File: config.mk
export PLATFORM = sky130hd
export DESIGN_NAME = sprite_blitter
export DESIGN_NICKNAME = d
export VERILOG_FILES = /design/src/rtl/sprite_pkg.sv /design/src/rtl/sprite_addr_gen.sv /design/src/rtl/sprite_blitter.sv
export SDC_FILE = /design/constraint.sdc
export NUM_CORES = 1
export LEC_CHECK = 0
export BUFFER_PORTS_ARGS = -buffer_cell sky130_fd_sc_hd__buf_2
export CELL_PAD_IN_SITES_DETAIL_PLACEMENT = 0
export CELL_PAD_IN_SITES_GLOBAL_PLACEMENT = 1
export CORE_MARGIN = 3
export CORE_UTILIZATION = 40
export CTS_BUF_LIST = sky130_fd_sc_hd__clkbuf_8
export DETAILED_ROUTE_END_ITERATION = 12
export PLACE_DENSITY_LB_ADDON = 0.3
export SETUP_SLACK_MARGIN = 0.15
export SLEW_MARGIN = 20
export SYNTH_ARGS = -nofsm -noshare
export SYNTH_HDL_FRONTEND = slang
export SYNTH_SLANG_ARGS = --single-unit
File: constraint.sdc
create_clock -name Clk -period 4.3 [get_ports Clk]
set_input_delay 0.86 -clock Clk [delete_from_list [all_inputs] [get_ports Clk]]
set_output_delay 0.86 -clock Clk [all_outputs]
set_load 0.01 [all_outputs]
File: src/rtl/sprite_pkg.sv
// Shared constants and state encoding for the sprite blitter slice.
package sprite_pkg;

  localparam int SPRITE_W        = 56;
  localparam int SPRITE_H        = 56;
  localparam int SHEET_W         = 224;
  localparam int FB_W            = 640;
  localparam int FB_H            = 480;
  localparam int ROM_AW          = 19;
  localparam int PAL_W           = 6;
  localparam int CNT_W           = 6;
  localparam int TRANSPARENT_IDX = 0;

  typedef enum logic [1:0] {
    IDLE,
    RUN,
    DRAIN,
    DONE
  } blit_state_t;

endpackage

File: src/rtl/sprite_addr_gen.sv
// Raster-order pixel walker for one sprite tile: produces the sprite-sheet
// read address, the frame-buffer destination address, a clip flag for
// pixels falling off the right/bottom edge, and a flag on the final pixel.
module sprite_addr_gen
  import sprite_pkg::*;
(
  input  logic              clk,
  input  logic              reset,
  input  logic              clear,
  input  logic              advance,
  input  logic [1:0]        tile_col,
  input  logic [1:0]        tile_row,
  input  logic [9:0]        dest_x,
  input  logic [9:0]        dest_y,
  output logic [ROM_AW-1:0] src_addr,
  output logic [ROM_AW-1:0] dst_addr,
  output logic              clip,
  output logic              last
);

  logic [CNT_W-1:0]  x_q, x_d;
  logic [CNT_W-1:0]  y_q, y_d;
  logic [10:0]       sum_x, sum_y;
  logic [ROM_AW-1:0] src_line;

  // Step x fastest, wrap into the next row; a new blit restarts at (0,0)
  always_comb begin
    x_d = x_q;
    y_d = y_q;
    if (clear) begin
      x_d = '0;
      y_d = '0;
    end else if (advance) begin
      if (x_q == CNT_W'(SPRITE_W - 1)) begin
        x_d = '0;
        y_d = (y_q == CNT_W'(SPRITE_H - 1)) ? '0 : y_q + CNT_W'(1);
      end else begin
        x_d = x_q + CNT_W'(1);
      end
    end
  end

  // Counter registers
  always_ff @(posedge clk) begin
    if (reset) begin
      x_q <= '0;
      y_q <= '0;
    end else begin
      x_q <= x_d;
      y_q <= y_d;
    end
  end

  // Source/destination arithmetic; 11-bit sums so off-screen pixels clip
  // instead of wrapping into the next row or frame
  always_comb begin
    src_line = ROM_AW'(tile_row) * ROM_AW'(SPRITE_H) + ROM_AW'(y_q);
    src_addr = src_line * ROM_AW'(SHEET_W)
             + ROM_AW'(tile_col) * ROM_AW'(SPRITE_W) + ROM_AW'(x_q);
    sum_x    = {1'b0, dest_x} + 11'(x_q);
    sum_y    = {1'b0, dest_y} + 11'(y_q);
    clip     = (sum_x >= 11'(FB_W)) || (sum_y >= 11'(FB_H));
    dst_addr = ROM_AW'(sum_y) * ROM_AW'(FB_W) + ROM_AW'(sum_x);
    last     = (x_q == CNT_W'(SPRITE_W - 1)) && (y_q == CNT_W'(SPRITE_H - 1));
  end

endmodule

File: src/rtl/sprite_blitter.sv
// Sprite blitter: copies one tile from a sync-read palette-index ROM into
// the frame buffer. Two-stage pipeline: address issue, then output stage
// whose pixel data comes straight from the ROM (or from a hold register
// while the frame buffer back-pressures).
// Optional feature macro: SPRITE_BLIT_TRANSPARENCY_EN (skip TRANSPARENT_IDX).
module sprite_blitter
  import sprite_pkg::*;
(
  input  logic              Clk,
  input  logic              Reset,
  input  logic              start,
  input  logic [3:0]        tile_idx,
  input  logic [9:0]        dest_x,
  input  logic [9:0]        dest_y,
  output logic              busy,
  output logic              done,
  output logic [ROM_AW-1:0] rom_addr,
  input  logic [PAL_W-1:0]  rom_data,
  output logic              fb_we,
  output logic [ROM_AW-1:0] fb_addr,
  output logic [PAL_W-1:0]  fb_data,
  input  logic              fb_ready
);

  blit_state_t       state_q, state_d;
  logic [3:0]        tile_q, tile_d;
  logic [9:0]        dest_x_q, dest_x_d;
  logic [9:0]        dest_y_q, dest_y_d;
  logic              out_write_q, out_write_d;
  logic [ROM_AW-1:0] fb_addr_q, fb_addr_d;
  logic              hold_valid_q, hold_valid_d;
  logic [PAL_W-1:0]  hold_data_q, hold_data_d;

  logic              gen_clear, gen_advance, stage_adv, transparent_hit;
  logic [PAL_W-1:0]  pix_data;
  logic [ROM_AW-1:0] src_addr, dst_addr;
  logic              clip, last;

  sprite_addr_gen u_addr_gen (
    .clk      (Clk),
    .reset    (Reset),
    .clear    (gen_clear),
    .advance  (gen_advance),
    .tile_col (tile_q[1:0]),
    .tile_row (tile_q[3:2]),
    .dest_x   (dest_x_q),
    .dest_y   (dest_y_q),
    .src_addr (src_addr),
    .dst_addr (dst_addr),
    .clip     (clip),
    .last     (last)
  );

  // Output-stage pixel: once stalled, the ROM already shows the next pixel,
  // so the stalled pixel is replayed from the hold register
  always_comb begin
    pix_data = hold_valid_q ? hold_data_q : rom_data;
`ifdef SPRITE_BLIT_TRANSPARENCY_EN
    transparent_hit = (pix_data == PAL_W'(TRANSPARENT_IDX));
`else
    transparent_hit = 1'b0;
`endif
    fb_we     = out_write_q && !transparent_hit;
    stage_adv = !fb_we || fb_ready;
    fb_data   = fb_we ? pix_data : '0;
    fb_addr   = fb_addr_q;
    busy      = (state_q == RUN) || (state_q == DRAIN);
    done      = (state_q == DONE);
    rom_addr  = (state_q == RUN) ? src_addr : '0;
  end

  // Next-state and pipeline control
  always_comb begin
    state_d      = state_q;
    tile_d       = tile_q;
    dest_x_d     = dest_x_q;
    dest_y_d     = dest_y_q;
    out_write_d  = out_write_q;
    fb_addr_d    = fb_addr_q;
    hold_valid_d = fb_we && !fb_ready;
    hold_data_d  = pix_data;
    gen_clear    = 1'b0;
    gen_advance  = 1'b0;
    unique case (state_q)
      IDLE: begin
        if (start) begin
          state_d   = RUN;
          tile_d    = tile_idx;
          dest_x_d  = dest_x;
          dest_y_d  = dest_y;
          gen_clear = 1'b1;
        end
      end
      RUN: begin
        if (stage_adv) begin
          gen_advance = 1'b1;
          out_write_d = !clip;
          fb_addr_d   = dst_addr;
          if (last) state_d = DRAIN;
        end
      end
      DRAIN: begin
        if (stage_adv) begin
          out_write_d = 1'b0;
          state_d     = DONE;
        end
      end
      DONE: begin
        state_d = IDLE;
      end
      default: state_d = IDLE;
    endcase
  end

  // State and pipeline registers; reset aborts any blit in progress
  always_ff @(posedge Clk) begin
    if (Reset) begin
      state_q      <= IDLE;
      tile_q       <= '0;
      dest_x_q     <= '0;
      dest_y_q     <= '0;
      out_write_q  <= 1'b0;
      fb_addr_q    <= '0;
      hold_valid_q <= 1'b0;
      hold_data_q  <= '0;
    end else begin
      state_q      <= state_d;
      tile_q       <= tile_d;
      dest_x_q     <= dest_x_d;
      dest_y_q     <= dest_y_d;
      out_write_q  <= out_write_d;
      fb_addr_q    <= fb_addr_d;
      hold_valid_q <= hold_valid_d;
      hold_data_q  <= hold_data_d;
    end
  end

endmodule
==> results of run 1 <==
==> worst max-delay path by stage <==
stage | start | end | depth (start not counted)
floorplan | tile_q[2] | rom_addr[16] | 17
global placement | tile_q[2] | rom_addr[15] | 19
detailed placement | tile_q[2] | rom_addr[16] | 18
CTS | tile_q[2] | rom_addr[15] | 19
global route | tile_q[2] | rom_addr[15] | 19
finish | tile_q[2] | rom_addr[15] | 19
==> through the flow <==
stage	TNS [ns]	setup slack (ns)	area, um^2
6_report	-2.87	-0.576	6710
5_1_grt	-4.14	-0.765	6710
4_1_cts	-3.14	-0.620	6580
3_5_place_dp	-1.26	-0.312	6200
3_3_place_gp	-0.575	-0.168	6200
2_1_floorplan	-0.0440	-0.0440	5360
==> repair_timing <==
action	4_1_cts	5_1_grt
setup endpoints to repair	9	13
setup buffers	8	2
pin swaps	15	18
gates resized for setup	22	21
==> cell families (layout without fill, tap and decap cells) <==
kind of cell             count (synthesis)  after routing
flip-flops                              65             65
multiplexers                             7              7
AO/OA/AOI/OAI                          145            145
buffers and inverters                   64            190
other                                    1              1
AND/OR/NAND/NOR                        231            231
adder cells (fa/ha/maj)                 83             83
XOR/XNOR                                54             54
==> power groups by stage <==
| stage | logic, mW | registers, mW | clock network [mW] |
|---|---|---|---|
| detailed placement | 1.55 | 0.830 | 0 |
| floorplan | 1.03 | 0.822 | 0 |
| global route | 1.95 | 0.828 | 0.567 |
| CTS | 1.68 | 0.814 | 0.542 |
| finish | 1.75 | 0.812 | 0.526 |
| global placement | 1.51 | 0.821 | 0 |
==> area by class of cell <==
type / count / area, um^2
Fill cell: 1225 / 6060
Multi-Input combinational cell: 521 / 4030
Sequential cell: 65 / 1310
Timing Repair Buffer: 130 / 797
Tap cell: 172 / 215
Inverter: 44 / 165
Clock buffer: 9 / 124
Clock inverter: 7 / 71.3
==> sequential cells by signal, summed over array words and instances, names as in the netlist <==
signal and cells:
fb_addr 19, dest_x_q 10, dest_y_q 10, hold_data_q 6, u_addr_gen.x_q 6, u_addr_gen.y_q 6, tile_q 4, state_q 2
fb_we 1, hold_valid_q 1
==> Yosys cell counts, types with 3 or more instances <==
master     n  share of area
nor3_1    15          0.014
xnor2_1   34          0.056
o21a_1     4         0.0057
mux2i_1    7          0.013
nand3_1   11          0.010
or4_1      3         0.0043
a31oi_1    3         0.0035
nor2b_1   16          0.019
o21bai_1   4         0.0057
dfxtp_1   65           0.25
o21ai_1    3         0.0028
a211o_1    4         0.0066
o21ai_0   14          0.013
xor2_1    18          0.030
a211oi_1   8          0.011
nand2_1   89          0.063
nor3b_1    5         0.0071
clkbuf_1  18          0.013
ha_1      70           0.17
fa_1      13          0.049
a21oi_1   65          0.062
a21o_1    14          0.020
nand2b_1   4         0.0047
inv_1     44          0.031
nor2_1    59          0.042
and2_1     8         0.0095
o211ai_1   4         0.0057
==> critical path: stages (launching register included) <==
cell and delay (ns):
dfxtp_2 0.35, inv_2 0.05, ha_4 0.28, ha_4 0.19
a21o_1 0.18, a21oi_4 0.17, xnor2_2 0.16, inv_2 0.06
fa_1 0.50, inv_2 0.05, ha_4 0.21, o21a_1 0.20
o21a_1 0.20, or3_1 0.30, o211ai_1 0.15, buf_4 0.19
nor4_4 0.04, xnor2_1 0.14, nor2_1 0.10, buf_2 0.14
==> per-layer routing <==
metal  global-route usage  vias up  wire [um]
met4               0.0559        0        221
met5                    0        -          0
met3               0.0322       20        579
met1                0.236     2303       6040
met2                0.321       89       6490
li1                     -     2467          -
==> summary.md, run 1 <==
| Metric | Value |
|---|---|
| First-pass GRT wire length | `22400 um` |
| Post-Syn Nets | `767` |
| Flop pwr share | `0.263` |
| Post-synthesis simple-gate area fraction | `0.207` |
| Largest family of logic cells by synthesized area | `adder cells` |
| Clock tree root buffer cell | `clkbuf_8` |
| Reg-to-reg slack, setup | `approximately 0.37 ns` |
| Port Buf Inserts | `79` |
| Clk slew on worst S/H paths | `approximately 0.07 ns` |
| Hold Startpoint | `fb_addr[3]` |
| PnR worst setup slack | `-0.576 ns` |
| Routability cong. | `0.822` |
| Worst IR Drop VDD | `0.177 mV` |
| Nets@finish | `888` |
| Failing checks | `setup timing` |
| DRC | `0` |
| Die Area | `around 15000 um^2` |
| Global Route Usage Sum | `0.186` |
| Rows | `41` |
| Num CTS Buffers | `9` |
| DR vias/cell | `a little over 5` |
| Antenna-violating nets left | `0` |
| Avg Synthesized Cell Area | `8.13 um^2` |
| Hold Crit Class | `reg -> reg` |
| Drt first pass iters | `5` |
| Max_cap viols | `0` |
| DP HPWL | `roughly 10000 um` |
| Max Root-Sink Buffers | `2` |
| Cells after synthesis | `650` |
| Synth Area in Compound Gates | `0.179` |
| Pin count of the biggest net entering global routing | `29` |
| Worst-Skew Late Latency | `0.35 ns` |
| Worst EP required | `approximately 3.4 ns` |
| #FFs+latches synth | `65` |
| Cells on worst reg2reg path | `19` |
| Ports | `slightly above 80` |
| Initial Utilization | `0.414` |
| Setup Skew | `between 0.006 and 0.007 ns` |
| Post-Syn Area | `between 5000 and 6000 um^2` |
| Synth cell types | `62` |
| Critical Path AT | `4.02 ns` |
| Xor-xnor portion of the synthesized cell area | `0.0923` |
| Critical R2R Launch | `dest_y_q[0]` |
| Wirelength, routed | `between 10000 and 15000 um` |
| Slew headroom | `0.388` |
| Layout Cells excl Fill | `between 900 and 1000` |
| # hold bufs at CTS | `0` |
| Chip Width | `121 um` |
| Hold endpoint | `fb_addr[3]` |
| Final Util | `0.525` |
| WS Path Type | `reg -> out` |
| Max Freq | `just over 0.2 GHz` |
| Most common cell after layout, fill and taps aside | `nand2_1` |
| Mux cell area share after synthesis | `0.0133` |
| Comb pwr share | `0.567` |
| Clock network fraction of design power | `0.170` |
| CP Capture Type | `output pin` |
| Async SR Flop Fraction | `0` |
| Period utilisation layout | `1.13` |
| Startpoint Class | `flip-flop` |
| Final Max Tran Viols | `0` |
| Vias in the first global route | `4916` |
| Post-placement cell count | `approximately 920` |
| Share of cells above drive strength 1 | `0.262` |
| PnR Total Power | `between 3 and 4 mW` |
| Worst Hold Depth | `2` |
| RSZ-0062 raised after global routing | `yes` |
| Pin slew with the least headroom to its limit | `approximately 0.92 ns` |
| Die H | `121 um` |
| H-tree levels | `3` |
| Vias | `between 4000 and 5000` |
| Initial antenna violation count | `0` |
| Switching pwr | `between 1 and 1.5 mW` |
| GRT overflow | `0` |
| Iteration-0 DRC count of the detailed router | `about 170` |
| Area grow syn2layout | `26.9%` |
| Core area | `approximately 13000 um^2` |
| Pint | `~1.8 mW` |
| CTS sink cnt | `65` |
| Sw Ratio | `0.424` |
| Ant. Diodes | `0` |
| Routed WL per cell | `between 10 and 15 um` |
| Crit path max fanout | `3` |
| Final setup vio count | `7` |
| YS warnings | `0` |
| Min Tclk post-route | `about 4.9 ns` |
| Crit Reg-Reg Endpoint | `fb_addr[18]` |
| PwrDens | `460 nW/um^2` |
| Post-synth EDFFs | `0` |
| Hold Vio Cnt, Final | `0` |
| Most frequent cells in the layout | `nand2_1, buf_2, dfxtp_1, a21oi_1, ha_1` |
| Hold WS | `roughly 0.45 ns` |
| Sequential share of the synthesized area | `0.246` |
| Status | `complete, but fails checks` |
| Main synth FF type | `dfxtp_1` |
| LEAKAGE | `3.19 nW` |
| CTS tree | `yes` |
| Adder-Cell Fraction of Synth Area | `0.215` |
Note: power is estimated with default switching activity, not from simulation.
==> run 2: changes to the inputs <==
--- a/config.mk
+++ b/config.mk
@@ -5,14 +5,15 @@
 export SDC_FILE = /design/constraint.sdc
 export NUM_CORES = 1
 export LEC_CHECK = 0
+export ABC_AREA = 1
 export BUFFER_PORTS_ARGS = -buffer_cell sky130_fd_sc_hd__buf_2
 export CELL_PAD_IN_SITES_DETAIL_PLACEMENT = 0
 export CELL_PAD_IN_SITES_GLOBAL_PLACEMENT = 1
 export CORE_MARGIN = 3
-export CORE_UTILIZATION = 40
+export CORE_UTILIZATION = 39
 export CTS_BUF_LIST = sky130_fd_sc_hd__clkbuf_8
 export DETAILED_ROUTE_END_ITERATION = 12
-export PLACE_DENSITY_LB_ADDON = 0.3
+export PLACE_DENSITY_LB_ADDON = 0.08
 export SETUP_SLACK_MARGIN = 0.15
 export SLEW_MARGIN = 20
 export SYNTH_ARGS = -nofsm -noshare
==> run 2 against run 1 <==
The flow still finishes with violations (setup timing). Combinational power is 31% higher. First-iteration DRC count is 66% higher. Sequential share of layout area is 0.14 points lower. Flip-flop and latch count stayed put. Final cell count is 12% higher. Critical path type unchanged. Area after synthesis is 2.9% higher. Design area is 0.65% higher. Total power is 20% higher.
==> summary.md, run 2 <==
| Metric | Value |
|---|---|
| Hold WS | `~0.49 ns` |
| Most instantiated library cell after synthesis | `nand2_1` |
| Worst-Skew Late Latency | `around 0.36 ns` |
| Setup TNS | `-1.81 ns` |
| H-tree levels | `3` |
| Crit. Startpoint | `tile_q[2]` |
| Nets@finish | `between 1000 and 1500` |
| Antenna-violating nets left | `0` |
| Routed WL per cell | `approximately 13 um` |
| Pin slew with the least headroom to its limit | `1.06 ns` |
| Failing checks | `setup timing` |
| Initial Utilization | `0.404` |
| Setup Skew | `between 0.015 and 0.02 ns` |
| Filler cells | `between 1000 and 1500` |
| Post-synth EDFFs | `0` |
| Critical R2R Launch | `u_addr_gen.y_q[1]` |
| Post-placement cell count | `approximately 1000` |
| Global Route Usage Sum | `0.187` |
| Area of the multi-input gates | `roughly 4000 um^2` |
| Number of flip-flops under the largest register name | `19` |
| Sequential share of the synthesized area | `0.239` |
| Hold Crit Class | `reg -> reg` |
| Rows | `42` |
| Top-area cell type share of the netlist area | `0.239` |
| Synth area leaders | `dfxtp_1, ha_1, nand2_1` |
| First-pass GRT wire length | `between 20000 and 25000 um` |
| CTS tree | `yes` |
| Critical Path AT | `3.78 ns` |
| PnR worst setup slack | `-0.343 ns` |
| Clk slew on worst S/H paths | `approximately 0.07 ns` |
| PnR Total Power | `~3.7 mW` |
| Main synth FF type | `dfxtp_1` |
| Slew headroom | `0.291` |
| Synth cell types | `between 40 and 50` |
| Share of cells above drive strength 1 | `0.226` |
| Port Buf Inserts | `79` |
| Chip Width | `roughly 120 um` |
| Die Area | `around 15000 um^2` |
| Hold Vio Cnt, Final | `0` |
| Worst EP required | `between 3 and 4 ns` |
| Max Root-Sink Buffers | `2` |
| #FFs+latches synth | `65` |
| Wirelength, routed | `about 14000 um` |
| Crit path max fanout | `4` |
| Worst slack at placement | `-0.132 ns` |
| Final setup vio count | `7` |
| YS warnings | `0` |
| Min Tclk post-route | `between 4 and 5 ns` |
| Cells on worst reg2reg path | `19` |
| Register Area | `1310 um^2` |
| Ant. Diodes | `0` |
| Cells after synthesis | `roughly 780` |
| Core area | `~13000 um^2` |
| # hold bufs at CTS | `0` |
| Layout Cells excl Fill | `1065` |
| PwrDens | `~550 nW/um^2` |
| Area grow syn2layout | `24.2%` |
| RSZ-0062 raised after global routing | `yes` |
| Die H | `between 100 and 150 um` |
| CTS sink cnt | `65` |
| Final Util | `0.502` |
| Drt first pass iters | `5` |
| Post-Syn Area | `between 5000 and 6000 um^2` |
| CP Capture Type | `output pin` |
| Startpoint Class | `flip-flop` |
| Routability cong. | `0.817` |
| Clock tree root buffer cell | `clkbuf_8` |
| DRC | `0` |
| Area leader, netlist | `dfxtp_1` |
| LEAKAGE | `3.55 nW` |
| Num CTS Buffers | `9` |
| Most common cell after layout, fill and taps aside | `nand2_1` |
| Async SR Flop Fraction | `0` |
| Period utilisation layout | `1.08` |
| Post-synth top cells | `nand2_1, inv_1, nor2_1` |
| Max Freq | `approximately 0.22 GHz` |
| Crit Reg-Reg Endpoint | `fb_addr[18]` |
| Avg Synthesized Cell Area | `slightly below 7 um^2` |
| DR vias/cell | `about 4.9` |
| Pin count of the biggest net entering global routing | `35` |
| Status | `complete, but fails checks` |
| Iteration-0 DRC count of the detailed router | `about 290` |
| Post-Syn Nets | `900` |
| GRT overflow | `0` |
| Vias in the first global route | `4952` |
| End point of the critical path | `rom_addr[15]` |
| Initial antenna violation count | `0` |
| Vias | `~5200` |
| Final Max Tran Viols | `0` |
| Reg-to-reg slack, setup | `0.48 ns` |
| Ports | `approximately 80` |
| Placed instance area | `approximately 6200 um^2` |
| Most frequent cells in the layout | `nand2_1, nor2_1, inv_1, buf_2, dfxtp_1` |
| WS Path Type | `reg -> out` |
| Final instance area | `slightly below 7000 um^2` |
| DP HPWL | `between 10000 and 15000 um` |
| Worst IR Drop VDD | `roughly 0.27 mV` |
| Max_cap viols | `0` |
## run 2: changes by cell type after synthesis, sizes merged, moves of 6 or more
cell,previous run,this run
xnor2,34,11
a21o,15,2
nand3,11,38
nor2b,16,0
inv,44,114
nand4,2,16
nand2,90,150
nor2,60,114
nor3,15,9
o21ai,17,59
a21oi,65,48
and2,8,1
## run 2: final cells by class
cell class	instances	share of cell area
clock buffers	11	0.0224
clock inverters	5	0.00926
inverters	114	0.0637
multi-input cells	587	0.586
flip-flops and latches	65	0.193
well taps	176	0.0326
repair buffers	107	0.0930
## run 2: logic make-up after synthesis
| logic type | count (synthesis) | synth area share |
|---|---|---|
| xor gates and xnor gates | 27 | 0.0490 |
| buffers and inverters | 131 | 0.0922 |
| adders and majority gates | 83 | 0.209 |
| muxes | 6 | 0.0110 |
| and+or+nand+nor | 343 | 0.272 |
| other | 1 | 0.000689 |
| AOI/OAI and AO/OA | 127 | 0.127 |
| DFF | 65 | 0.239 |
## run 2: power by group
group	internal, mW	switching (mW)	total, mW
Sequential	0.756	0.107	0.863
Clock	0.302	0.256	0.558
Combinational	0.953	1.34	2.29
## run 2: what timing repair did
action	in CTS	in global routing
pin swaps	32	7
setup endpoints to repair	8	12
resized for setup	41	15
buffers inserted	6	2
## run 2: worst min-delay path by stage
stage / startpoint / end / slack (ns) / cells past startpoint
after floorplan: dest_x_q[8] / dest_x_q[8] / 0.46 / 2
after global placement: hold_data_q[2] / hold_data_q[2] / 0.47 / 2
after detailed placement: tile_q[3] / tile_q[3] / 0.48 / 2
after CTS: tile_q[3] / tile_q[3] / 0.49 / 2
after global routing: tile_q[3] / tile_q[3] / 0.53 / 2
final: tile_q[3] / tile_q[3] / 0.49 / 2
## run 2: layer usage
| layer | share of wire | GRT usage | wire length (um) |
|---|---|---|---|
| met5 | 0 | 0 | 0 |
| met4 | 0.0090 | 0.0329 | 127 |
| met3 | 0.046 | 0.0386 | 652 |
| met2 | 0.46 | 0.307 | 6490 |
| met1 | 0.48 | 0.256 | 6790 |
## run 2: critical path: stages, from the launching register on
cell and delay [ns]:
dfxtp_2 0.35, inv_2 0.06, ha_4 0.23, ha_4 0.26
nand3_2 0.05, and2_4 0.15, inv_2 0.05, or2_4 0.12
nand2_4 0.07, fa_1 0.53, inv_2 0.05, ha_4 0.30
nand2_4 0.06, inv_2 0.05, nand4_1 0.10, nand3_1 0.13
nand2_2 0.08, nand2_4 0.11, nand3_4 0.09, nor3_2 0.21
buf_4 0.14, nor2_1 0.03, nor2_1 0.08, buf_2 0.14
==> run 3: changes to the inputs <==
--- a/config.mk
+++ b/config.mk
@@ -10,7 +10,7 @@
 export CELL_PAD_IN_SITES_DETAIL_PLACEMENT = 0
 export CELL_PAD_IN_SITES_GLOBAL_PLACEMENT = 1
 export CORE_MARGIN = 3
-export CORE_UTILIZATION = 39
+export CORE_UTILIZATION = 43
 export CTS_BUF_LIST = sky130_fd_sc_hd__clkbuf_8
 export DETAILED_ROUTE_END_ITERATION = 12
 export PLACE_DENSITY_LB_ADDON = 0.08
@@ -18,4 +18,5 @@
 export SLEW_MARGIN = 20
 export SYNTH_ARGS = -nofsm -noshare
 export SYNTH_HDL_FRONTEND = slang
+export SYNTH_HIERARCHICAL = 1
 export SYNTH_SLANG_ARGS = --single-unit
==> constraint.sdc (replaced) <==
create_clock -name Clk -period 5.3 [get_ports Clk]
set_input_delay 1.06 -clock Clk [delete_from_list [all_inputs] [get_ports Clk]]
set_output_delay 1.06 -clock Clk [all_outputs]
set_load 0.01 [all_outputs]
==> run 3 against run 2 <==
Sequential power shrank 17%. Via count rose by 2.8%. Worst setup slack gained 0.68 ns. Critical endpoint is now rom_addr[17]. Core utilization grew 0.67 points. The run now ends clean. Combinational power down 24%. Clock skew is 0.0089 ns lower. Global-route usage increased by 0.79 points. Register-to-register slack improved by 0.97 ns. Design area up 0.15%. First-iteration DRC count decreased by 12%.
==> summary.md, run 3 <==
| Metric | Value |
|---|---|
| Setup TNS | `0 ns` |
| Number of flip-flops under the largest register name | `19` |
| Antenna-violating nets left | `0` |
| Flop pwr share | `0.249` |
| LEAKAGE | `3.74 nW` |
| Top-area cell type share of the netlist area | `0.221` |
| Clk slew on worst S/H paths | `roughly 0.070 ns` |
| GRT overflow | `0` |
| DRC | `0` |
| Global Route Usage Sum | `0.194` |
| Startpoint Class | `flip-flop` |
| Period utilisation layout | `0.936` |
| Ant. Diodes | `0` |
| Max Freq | `roughly 0.20 GHz` |
| Post-placement cell count | `1093` |
| Pin count of the biggest net entering global routing | `46` |
| Area grow syn2layout | `15.1%` |
| Area leader, netlist | `dfxtp_1` |
| Final Max Tran Viols | `0` |
| Filler cells | `between 1000 and 1500` |
| Crit path max fanout | `4` |
| Ports | `81` |
| # hold bufs at CTS | `0` |
| Max Root-Sink Buffers | `2` |
| Post-Syn Area | `5880 um^2` |
| Final Util | `0.509` |
| Switching pwr | `1.37 mW` |
| Async SR Flop Fraction | `0` |
| Final setup vio count | `0` |
| Setup Skew | `~0.0079 ns` |
| Critical Path AT | `approximately 3.9 ns` |
| Clock network fraction of design power | `0.144` |
| Clock tree root buffer cell | `clkbuf_8` |
| CP Capture Type | `output pin` |
| Num CTS Buffers | `9` |
| Grt met3 use | `0.0329` |
| H-tree levels | `3` |
| Pin slew with the least headroom to its limit | `around 0.70 ns` |
| Worst-Skew Late Latency | `~0.35 ns` |
| YS warnings | `6` |
| Drt first pass iters | `4` |
| RSZ-0062 raised after global routing | `yes` |
| Hold Vio Cnt, Final | `0` |
| Post-synth EDFFs | `0` |
| First-pass GRT wire length | `approximately 24000 um` |
| Avg Synthesized Cell Area | `between 6 and 7 um^2` |
| CTS sink cnt | `65` |
| Most instantiated library cell after synthesis | `nand2_1` |
| Met1 global-route usage | `0.273` |
| Post-synth top cells | `nand2_1, nor2_1, inv_1` |
| Met2 Usage GRT | `0.309` |
| Vias in the first global route | `5137` |
| Max_cap viols | `0` |
| Cells after synthesis | `roughly 860` |
| Min Tclk post-route | `4.96 ns` |
| GRT busiest layer | `met2` |
| PwrDens | `426 nW/um^2` |
| Wirelength, routed | `14000 um` |
| Rows | `42` |
| Main synth FF type | `dfxtp_1` |
| Vias | `5369` |
| Layout Cells excl Fill | `about 1100` |
| DR vias/cell | `4.80` |
| Routed WL per cell | `approximately 13 um` |
| Die H | `around 120 um` |
| Synth cell types | `50` |
| DP HPWL | `between 10000 and 15000 um` |
| Slew headroom | `0.531` |
| WS Path Type | `reg -> out` |
| Worst IR Drop VDD | `between 0.2 and 0.25 mV` |
| Initial Utilization | `0.442` |
| Pint | `1.51 mW` |
| Iteration-0 DRC count of the detailed router | `252` |
| Synth area leaders | `dfxtp_1, ha_1, nand2_1` |
| Initial antenna violation count | `0` |
| Nets@finish | `1055` |
| Hold Crit Class | `reg -> reg` |
| Chip Width | `between 100 and 150 um` |
| PnR Total Power | `between 2 and 3 mW` |
| Most common cell after layout, fill and taps aside | `nand2_1` |
| CTS tree | `yes` |
| Share of cells above drive strength 1 | `0.187` |
| Post-Syn Nets | `between 900 and 1000` |
| Most frequent cells in the layout | `nand2_1, nor2_1, inv_1, buf_2, dfxtp_1` |
| Core area | `13300 um^2` |
| Port Buf Inserts | `79` |
| Worst EP required | `between 4 and 5 ns` |
| Sequential share of the synthesized area | `0.221` |
| Hold WS | `0.483 ns` |
| #FFs+latches synth | `65` |
| Comb pwr share | `0.606` |
| Routability cong. | `0.828` |
| Status | `completed` |
| Sw Ratio | `0.477` |
| Die Area | `around 15000 um^2` |
[run 3: worst max-delay path, stage by stage, from the launching register on]
cell      delay [ns]
dfxtp_2         0.35
inv_1           0.07
ha_4            0.27
inv_1           0.04
fa_2            0.39
o21ai_2         0.18
xor2_2          0.27
xor2_1          0.18
inv_1           0.06
ha_1            0.19
o21bai_1        0.18
ha_1            0.39
inv_2           0.08
nor3_2          0.18
nand3_1         0.09
and3_4          0.20
nor3_2          0.18
nand2_1         0.07
inv_1           0.07
buf_2           0.12
[run 3: logic make-up (layout without fill, tap and decap cells)]
logic type,after synthesis,in the layout,share of synthesized area
fa+ha+maj,83,83,0.195
flops,65,65,0.221
buf+inv,161,246,0.116
compound gates,95,95,0.0922
mux,6,6,0.0102
other cells,1,1,0.000638
simple gates,413,413,0.309
xor+xnor,34,34,0.0564
[run 3: metal layers]
| metal | share of wire | wire [um] |
|---|---|---|
| met5 | 0 | 0 |
| met4 | 0.015 | 214 |
| met3 | 0.037 | 520 |
| met2 | 0.44 | 6190 |
| met1 | 0.51 | 7090 |
[run 3: layout make-up]
type	instances	area [um^2]	area share
Clock inverter	7	62.6	0.00925
Sequential cell	65	1300	0.193
Tap cell	176	220	0.0326
Timing Repair Buffer	90	482	0.0712
Inverter	140	533	0.0788
Multi-Input combinational cell	632	4040	0.597
Clock buffer	9	124	0.0183
[run 3: power by group through the flow]
stage                     Sequential (mW)  Clock (mW)  Combinational, mW
after floorplan                     0.733           0               1.27
after global placement              0.724           0               1.61
after detailed placement            0.728           0               1.62
after CTS                           0.719       0.434               1.67
after global routing                0.742       0.459               2.00
final                               0.718       0.415               1.75
[run 3: what timing repair did]
action                     in CTS  in global routing
setup endpoints to repair       5                  5
pin swaps                       4                 13
buffers inserted                6                  4
gates resized for setup         9                 24
gates cloned                    0                  0
[run 3: per-stage QoR]
stage	cell area, um^2	setup WS (ns)
global placement	6350	0.501
global route	6760	0.0201
CTS	6640	0.219
finish	6760	0.337
detailed placement	6350	0.371
floorplan	5880	0.827
[run 3: worst paths after layout]
path | from | end | slack (ns) | cells after the start
setup / recovery | tile_q[3] | rom_addr[17] | 0.34 | 19
hold reg to reg | fb_addr[18] | fb_addr[18] | 0.48 | 2
setup reg to reg | u_addr_gen/y_q[2] | fb_addr[18] | 1.45 | 19
hold / removal | fb_addr[18] | fb_addr[18] | 0.48 | 2
